**src/rtl/irq_pkg.sv**
```systemverilog
// Shared types and constants for the interrupt controller.
package irq_pkg;

    // Handshake FSM states.
    typedef enum logic [1:0] {
        IDLE    = 2'd0,
        REQ     = 2'd1,
        SERVICE = 2'd2
    } irq_state_t;

    // Configuration register select.
    localparam logic CFG_SEL_EN   = 1'b0;
    localparam logic CFG_SEL_MODE = 1'b1;

    // Per-source trigger mode.
    localparam logic MODE_LEVEL = 1'b0;
    localparam logic MODE_EDGE  = 1'b1;

endpackage

```
**src/rtl/irq_prio_enc.sv**
```systemverilog
// Fixed-priority encoder: the lowest set index wins.
module irq_prio_enc
    import irq_pkg::*;
#(
    parameter int NUM_SRC = 8,
    parameter int ID_W    = $clog2(NUM_SRC)
) (
    input  logic [NUM_SRC-1:0] i_req,
    output logic               o_valid,
    output logic [ID_W-1:0]    o_id
);

    // Scan upward; the first set bit found is kept.
    always_comb begin
        o_valid = 1'b0;
        o_id    = '0;
        for (int unsigned i = 0; i < NUM_SRC; i++) begin
            if (i_req[i] && !o_valid) begin
                o_valid = 1'b1;
                o_id    = ID_W'(i);
            end
        end
    end

endmodule

```
**src/rtl/irq_controller.sv**
```systemverilog
// Interrupt controller: NUM_SRC sources with per-source enable and
// edge/level mode, fixed lowest-index priority, pending register and a
// request / acknowledge / end-of-interrupt handshake with the core.
// Optional build macro IRQ_SYNC_EN adds a 2-flop synchroniser per source.
module irq_controller
    import irq_pkg::*;
#(
    parameter int NUM_SRC = 8,
    parameter int ID_W    = $clog2(NUM_SRC)
) (
    input  logic               clk,
    input  logic               rst_n,
    input  logic [NUM_SRC-1:0] irq_src,
    input  logic               cfg_we,
    input  logic               cfg_sel,
    input  logic [NUM_SRC-1:0] cfg_wdata,
    input  logic               int_ack,
    input  logic               int_eoi,
    output logic               interrupt,
    output logic [ID_W-1:0]    irq_id,
    output logic [NUM_SRC-1:0] pending,
    output logic               in_service
);

    logic [NUM_SRC-1:0] w_sync;
    logic [NUM_SRC-1:0] r_prev;
    logic [NUM_SRC-1:0] w_rise;
    logic [NUM_SRC-1:0] r_en;
    logic [NUM_SRC-1:0] r_mode;
    logic [NUM_SRC-1:0] r_pend_edge;
    logic [NUM_SRC-1:0] w_pend_edge_nxt;
    logic [NUM_SRC-1:0] w_ack_clr;
    logic [NUM_SRC-1:0] w_mode_clr;
    logic [NUM_SRC-1:0] w_pending;
    logic [NUM_SRC-1:0] w_eligible;
    logic               w_win_valid;
    logic [ID_W-1:0]    w_win_id;
    logic               w_accept;
    irq_state_t         r_state;
    irq_state_t         w_state_nxt;
    logic [ID_W-1:0]    r_id;
    logic [ID_W-1:0]    w_id_nxt;

`ifdef IRQ_SYNC_EN
    logic [NUM_SRC-1:0] r_sync_meta;
    logic [NUM_SRC-1:0] r_sync;

    // Two-flop synchroniser for asynchronous sources.
    always_ff @(posedge clk or negedge rst_n) begin
        if (!rst_n) begin
            r_sync_meta <= '0;
            r_sync      <= '0;
        end else begin
            r_sync_meta <= irq_src;
            r_sync      <= r_sync_meta;
        end
    end

    assign w_sync = r_sync;
`else
    assign w_sync = irq_src;
`endif

    // One-cycle delayed copy of the conditioned sources for edge detection.
    always_ff @(posedge clk or negedge rst_n) begin
        if (!rst_n) begin
            r_prev <= '0;
        end else begin
            r_prev <= w_sync;
        end
    end

    assign w_rise = w_sync & ~r_prev;

    // Enable and mode registers, written through the configuration port.
    always_ff @(posedge clk or negedge rst_n) begin
        if (!rst_n) begin
            r_en   <= '0;
            r_mode <= '0;
        end else if (cfg_we) begin
            if (cfg_sel == CFG_SEL_MODE) begin
                r_mode <= cfg_wdata;
            end else begin
                r_en <= cfg_wdata;
            end
        end
    end

    // r_mode bits are 1 for MODE_EDGE, so r_mode doubles as the edge mask.
    assign w_mode_clr = (cfg_we && (cfg_sel == CFG_SEL_MODE)) ? (r_mode & ~cfg_wdata) : '0;
    assign w_accept   = (r_state == REQ) && int_ack;
    assign w_ack_clr  = (w_accept && (r_mode[r_id] == MODE_EDGE)) ? (NUM_SRC'(1) << r_id) : '0;

    // Set is OR-ed in after the acknowledge clear so a coincident new edge is kept.
    assign w_pend_edge_nxt = ((r_pend_edge & ~w_ack_clr) | (w_rise & r_mode)) & ~w_mode_clr;

    // Latched edge events.
    always_ff @(posedge clk or negedge rst_n) begin
        if (!rst_n) begin
            r_pend_edge <= '0;
        end else begin
            r_pend_edge <= w_pend_edge_nxt;
        end
    end

    // Edge bits come from the latch, level bits follow the conditioned source.
    assign w_pending  = (r_mode & r_pend_edge) | (~r_mode & w_sync);
    assign w_eligible = w_pending & r_en;

    irq_prio_enc #(
        .NUM_SRC (NUM_SRC),
        .ID_W    (ID_W)
    ) u_prio_enc (
        .i_req   (w_eligible),
        .o_valid (w_win_valid),
        .o_id    (w_win_id)
    );

    // Handshake state and latched request id.
    always_ff @(posedge clk or negedge rst_n) begin
        if (!rst_n) begin
            r_state <= IDLE;
            r_id    <= '0;
        end else begin
            r_state <= w_state_nxt;
            r_id    <= w_id_nxt;
        end
    end

    // Next-state logic; the id only changes when leaving IDLE.
    always_comb begin
        w_state_nxt = r_state;
        w_id_nxt    = r_id;
        case (r_state)
            IDLE: begin
                if (w_win_valid) begin
                    w_state_nxt = REQ;
                    w_id_nxt    = w_win_id;
                end
            end
            REQ: begin
                if (int_ack) begin
                    w_state_nxt = SERVICE;
                end
            end
            SERVICE: begin
                if (int_eoi) begin
                    w_state_nxt = IDLE;
                end
            end
            default: begin
                w_state_nxt = IDLE;
            end
        endcase
    end

    assign interrupt  = (r_state == REQ);
    assign in_service = (r_state == SERVICE);
    assign irq_id     = r_id;
    assign pending    = w_pending;

endmodule

```
**config.mk**
```make
export PLATFORM = sky130hd
export DESIGN_NAME = irq_controller
export DESIGN_NICKNAME = d
export VERILOG_FILES = /design/src/rtl/irq_pkg.sv /design/src/rtl/irq_prio_enc.sv /design/src/rtl/irq_controller.sv
export SDC_FILE = /design/constraint.sdc
export NUM_CORES = 1
export LEC_CHECK = 0
export ABC_CLOCK_PERIOD_IN_PS = 1700
export CORE_UTILIZATION = 42
export DETAILED_ROUTE_END_ITERATION = 10
export PLACE_DENSITY = 0.73
export REMOVE_ABC_BUFFERS = 1
export SETUP_SLACK_MARGIN = 0.1
export SYNTH_ARGS = -nofsm -noshare
export SYNTH_HDL_FRONTEND = slang
export SYNTH_SLANG_ARGS = --single-unit
export TNS_END_PERCENT = 20
```
**constraint.sdc**
```tcl
create_clock -name clk -period 1.7 [get_ports clk]
set_input_delay 0.34 -clock clk [delete_from_list [all_inputs] [get_ports clk]]
set_output_delay 0.34 -clock clk [all_outputs]
set_load 0.02 [all_outputs]
```
==> results.env <==
HPWLAFTERDP_UM=2970
FINALMAXSLEWVIOLATIONS=0
CTS_TREE='yes'
FIRST_GLOBAL_VIAS=1524
NUM_VIAS=1378
PIN_COUNT=35
GRT_REMAINING_OVERFLOW=0
CRIT_PATH_START='r_mode[4]'
VIAS_PER_CELL=5.40
AVGROUTEDWIREPERCELL_UM=16.3
DIODES_INSERTED=0
NUMBER_OF_INSTANCES_IN_THE_SYNTHESIZED_NETLIST=141
SYNTH_ENABLE_FLOP_CELLS=0
END_POINT_OF_THE_MOST_CRITICAL_HOLD_PATH='r_prev[6]'
CP_DATA_REQUIRED_TIME_PS=1830
CLOCK_TREE.BUFFER_DEPTH=2
GPL.FINAL_WEIGHTED_CONGESTION=0.833
SLEW_HEADROOM_PCT=67.1
YOSYS-TOP-CELLS-AREA='sky130_fd_sc_hd__dfrtp_1 (55%), sky130_fd_sc_hd__mux2_2 (15%), sky130_fd_sc_hd__a21oi_1 (3.6%)'
FLOORPLAN.DIE_AREA_UM2=4260
MAX_FREQ_MHz=597
FINAL_SUM_OF_NEGATIVE_SETUP_SLACK_PS=0
YOSYSMOSTFREQUENTCELL='sky130_fd_sc_hd__dfrtp_1'
DIE_HEIGHT_UM=65.3
GLOBAL_ROUTE_WIRE_LENGTH_BEFORE_REPAIR_UM=7020
CLOCK-SKEW-FINAL_PS=2.13
LAYOUT-DRIVE-GT1-SHARE_PCT=35.3
TCRIT_TCLK_FINAL_PCT=98.5
TRITONCTS_NUM_SINKS=37
PLACEMENT.IO_BUFFERS=34
NUM_ROWS=22
SYNTHFLOPTYPE='sky130_fd_sc_hd__dfrtp_1'
PEAKVDDDROP_mV=0.708
TIMING.CRITICAL_PATH.TO_TYPE='register'
CLOCK-ROOT-BUFFER='sky130_fd_sc_hd__clkbuf_8'
SYNTH_COMPOUND_GATE_AREA_SHARE_PCT=11.0
WORSTSETUPSTARTPOINTTYPE='register'
SYNTHTOLAYOUTAREAGROWTH_PCT=41.0
DRC=0
DR.PASS1.ITERS=4
POWER_DENSITY_nW_PER_UM2=1360
CTS_BUFFERS=5
REMAINING_ANTENNA_VIOLATION_COUNT=0
HOLD_FIX_BUFFERS_AT_CTS=0
NETLIST-CELL-TYPE-COUNT=26
SEQ_AREA_FRAC_SYNTH_PCT=55.0
PLACE.DETAILED.INSTANCES=247
SYNTH_TOP_AREA_CELL='sky130_fd_sc_hd__dfrtp_1'
HOLD_VIOLATIONS=0
SETUP.REG_TO_REG.WORST_SLACK_PS=30
YOSYSTOPAREACELLSHARE_PCT=55.0
SYNTH_COMMONEST_CELLS='sky130_fd_sc_hd__dfrtp_1 (37), sky130_fd_sc_hd__mux2_2 (22), sky130_fd_sc_hd__a21oi_1 (12), sky130_fd_sc_hd__nand2_1 (11)'
WORST_R2R_PATH_DEPTH=6
FIN_CELLS=255
YOSYS.AREA_SHARE.SIMPLE_PCT=13.6
WORSTMARGINPINSLEW_PS=491
LEAKAGE_nW=1.04
CRITPATHMAXFANOUT=3
YOSYS_WARNINGS=0
SYNTH_AREA_UM2=1680
AREA_SHARE_OF_XOR_XNOR_CELLS_IN_THE_SYNTHESIZED_DESIGN_PCT=0
DETAILEDROUTE.FIRSTITERATIONVIOLATIONS=99
MAIN_COMBINATIONAL_CELL_FAMILY_BY_AREA_AFTER_SYNTHESIS='multiplexers'
HOLD_PATH_CLASS='in2reg'
CORE_UM2=3740
DIE_WIDTH_UM=65.3
MUXSHAREOFSYNTHAREA_PCT=19.0
TIMING.RR.END='irq_id[0]'
GRT_MAX_DEGREE=38
GRT_ANTENNA_BEFORE_REPAIR=0
PATH_CLK_SLEW_PS=70
CRITPATHKIND='reg2reg'
WORST-ENDPOINT-ARRIVAL_PS=1810
GRT_UTIL_ALL_LAYERS_PCT=22.1
SYN_AREA_PER_CELL_UM2=11.9
REGTOREGSTARTPOINT='r_mode[4]'
WORSTHOLDPATHCELLS=1
SETUP-VIOLATIONS-FINAL=0
STATUS='completed'
SETUP_REPAIR_AFTER_GLOBAL_ROUTING_MISSED_ITS_MARGIN='yes'
POST_SYNTH_FA_HA_MAJ_AREA_FRACTION_PCT=0
INITIAL_UTILIZATION_PCT=45.0
SYNTH_SEQ_CELLS=37
ROUTE.FINAL.WIRE_LENGTH_UM=4150
LAYOUT.CORE_UTILIZATION_PCT=63.4
YS_ASYNC_SR_FRACTION_PCT=100
FINAL.MIN_CLOCK_PERIOD_PS=1670
HTREE_LEVELS=2
TOTAL_OF_FILL_CELLS_IN_THE_FINISHED_DESIGN=321
HOLD_PATH.STARTPOINT='irq_src[6]'
WORSTSKEWPAIRLATENCY_PS=290
NUM-NETS-FINAL=229
TOTAL_OF_MAX_CAP_VIOLATIONS=0
[cells in the final DEF (no fill, tap or decap), types with 3 or more instances in the layout]
master	Yosys	routed
sky130_fd_sc_hd__dfrtp_1	37	37
sky130_fd_sc_hd__buf_4	0	26
sky130_fd_sc_hd__mux2_2	22	20
sky130_fd_sc_hd__clkdlybuf4s50_1	0	18
sky130_fd_sc_hd__a21oi_1	12	11
sky130_fd_sc_hd__nand2_1	11	9
sky130_fd_sc_hd__nand3b_1	8	8
sky130_fd_sc_hd__nor3b_1	8	8
sky130_fd_sc_hd__buf_2	1	8
sky130_fd_sc_hd__clkbuf_8	0	6
sky130_fd_sc_hd__dlygate4sd2_1	0	6
sky130_fd_sc_hd__o21ai_0	5	5
sky130_fd_sc_hd__mux2_4	2	4
sky130_fd_sc_hd__o21ai_1	6	4
sky130_fd_sc_hd__nand3_1	4	4
sky130_fd_sc_hd__inv_1	3	3
sky130_fd_sc_hd__mux2i_1	3	3
[metrics by stage]
step	hold slack (ps)	power, mW	instance area, um2	setup WS, ps
after floorplan	44.4	1.94	1670	46.8
after global placement	487	2.58	2290	-295
after detailed placement	502	2.62	2290	-376
after CTS	322	3.18	2340	52.7
after global routing	235	3.40	2370	-67.8
final	219	3.22	2370	25.6
[cells by family (layout without fill, tap and decap cells)]
family,Yosys count,count (layout)
flip-flops,37,37
AND/OR/NAND/NOR,39,39
buffers and inverters,6,72
multiplexers,28,28
AO/OA/AOI/OAI,31,31
[cell type report]
cell class / instances / area [um2] / share of cell area [%]
Tap cell: 48 / 60.1 / 2.53
Multi-Input combinational cell: 98 / 767 / 32.3
Sequential cell: 37 / 926 / 39.0
Inverter: 3 / 11.3 / 0.475
Clock buffer: 7 / 86.3 / 3.64
Timing Repair Buffer: 62 / 522 / 22.0
[state kept, by name, summed over array words and instances (netlist names)]
signal,count
r_state,2
r_pend_edge,8
r_en,8
r_mode,8
irq_id,3
r_prev,8
[worst max-delay path, cell delays in order, from the launching register on]
cell                       delay, ps
sky130_fd_sc_hd__dfrtp_1         400
sky130_fd_sc_hd__mux2_4          320
sky130_fd_sc_hd__a222oi_1        330
sky130_fd_sc_hd__buf_4           200
sky130_fd_sc_hd__nand2_4          50
sky130_fd_sc_hd__o21ai_2         140
sky130_fd_sc_hd__a32oi_1          80
[layer usage]
layer / up-vias / GRT usage, % / share of wire, %
li1: 655 / - / -
met1: 667 / 26.6 / 43
met2: 48 / 37.4 / 51
met3: 8 / 5.90 / 4.8
met4: 0 / 8.42 / 1.5
met5: - / 0 / 0
[worst max-delay path by stage]
stage,to,cells past startpoint
floorplan,irq_id[0],5
global placement,irq_id[0],7
CTS,irq_id[0],6
detailed placement,irq_id[0],7
finish,irq_id[0],6
global route,irq_id[0],7
[power by group]
group,internal (mW),switching [mW],total (mW)
sequential,1.09,0.163,1.25
clock,0.322,0.296,0.617
combinational,0.655,0.700,1.36
total,2.06,1.16,3.22
[repair_timing]
item,in CTS,in global routing
endpoints found under the setup margin,17,11
setup buffers,0,1
resized for setup,44,7
pin swaps,5,7
Power figures use the tool's default switching activity.
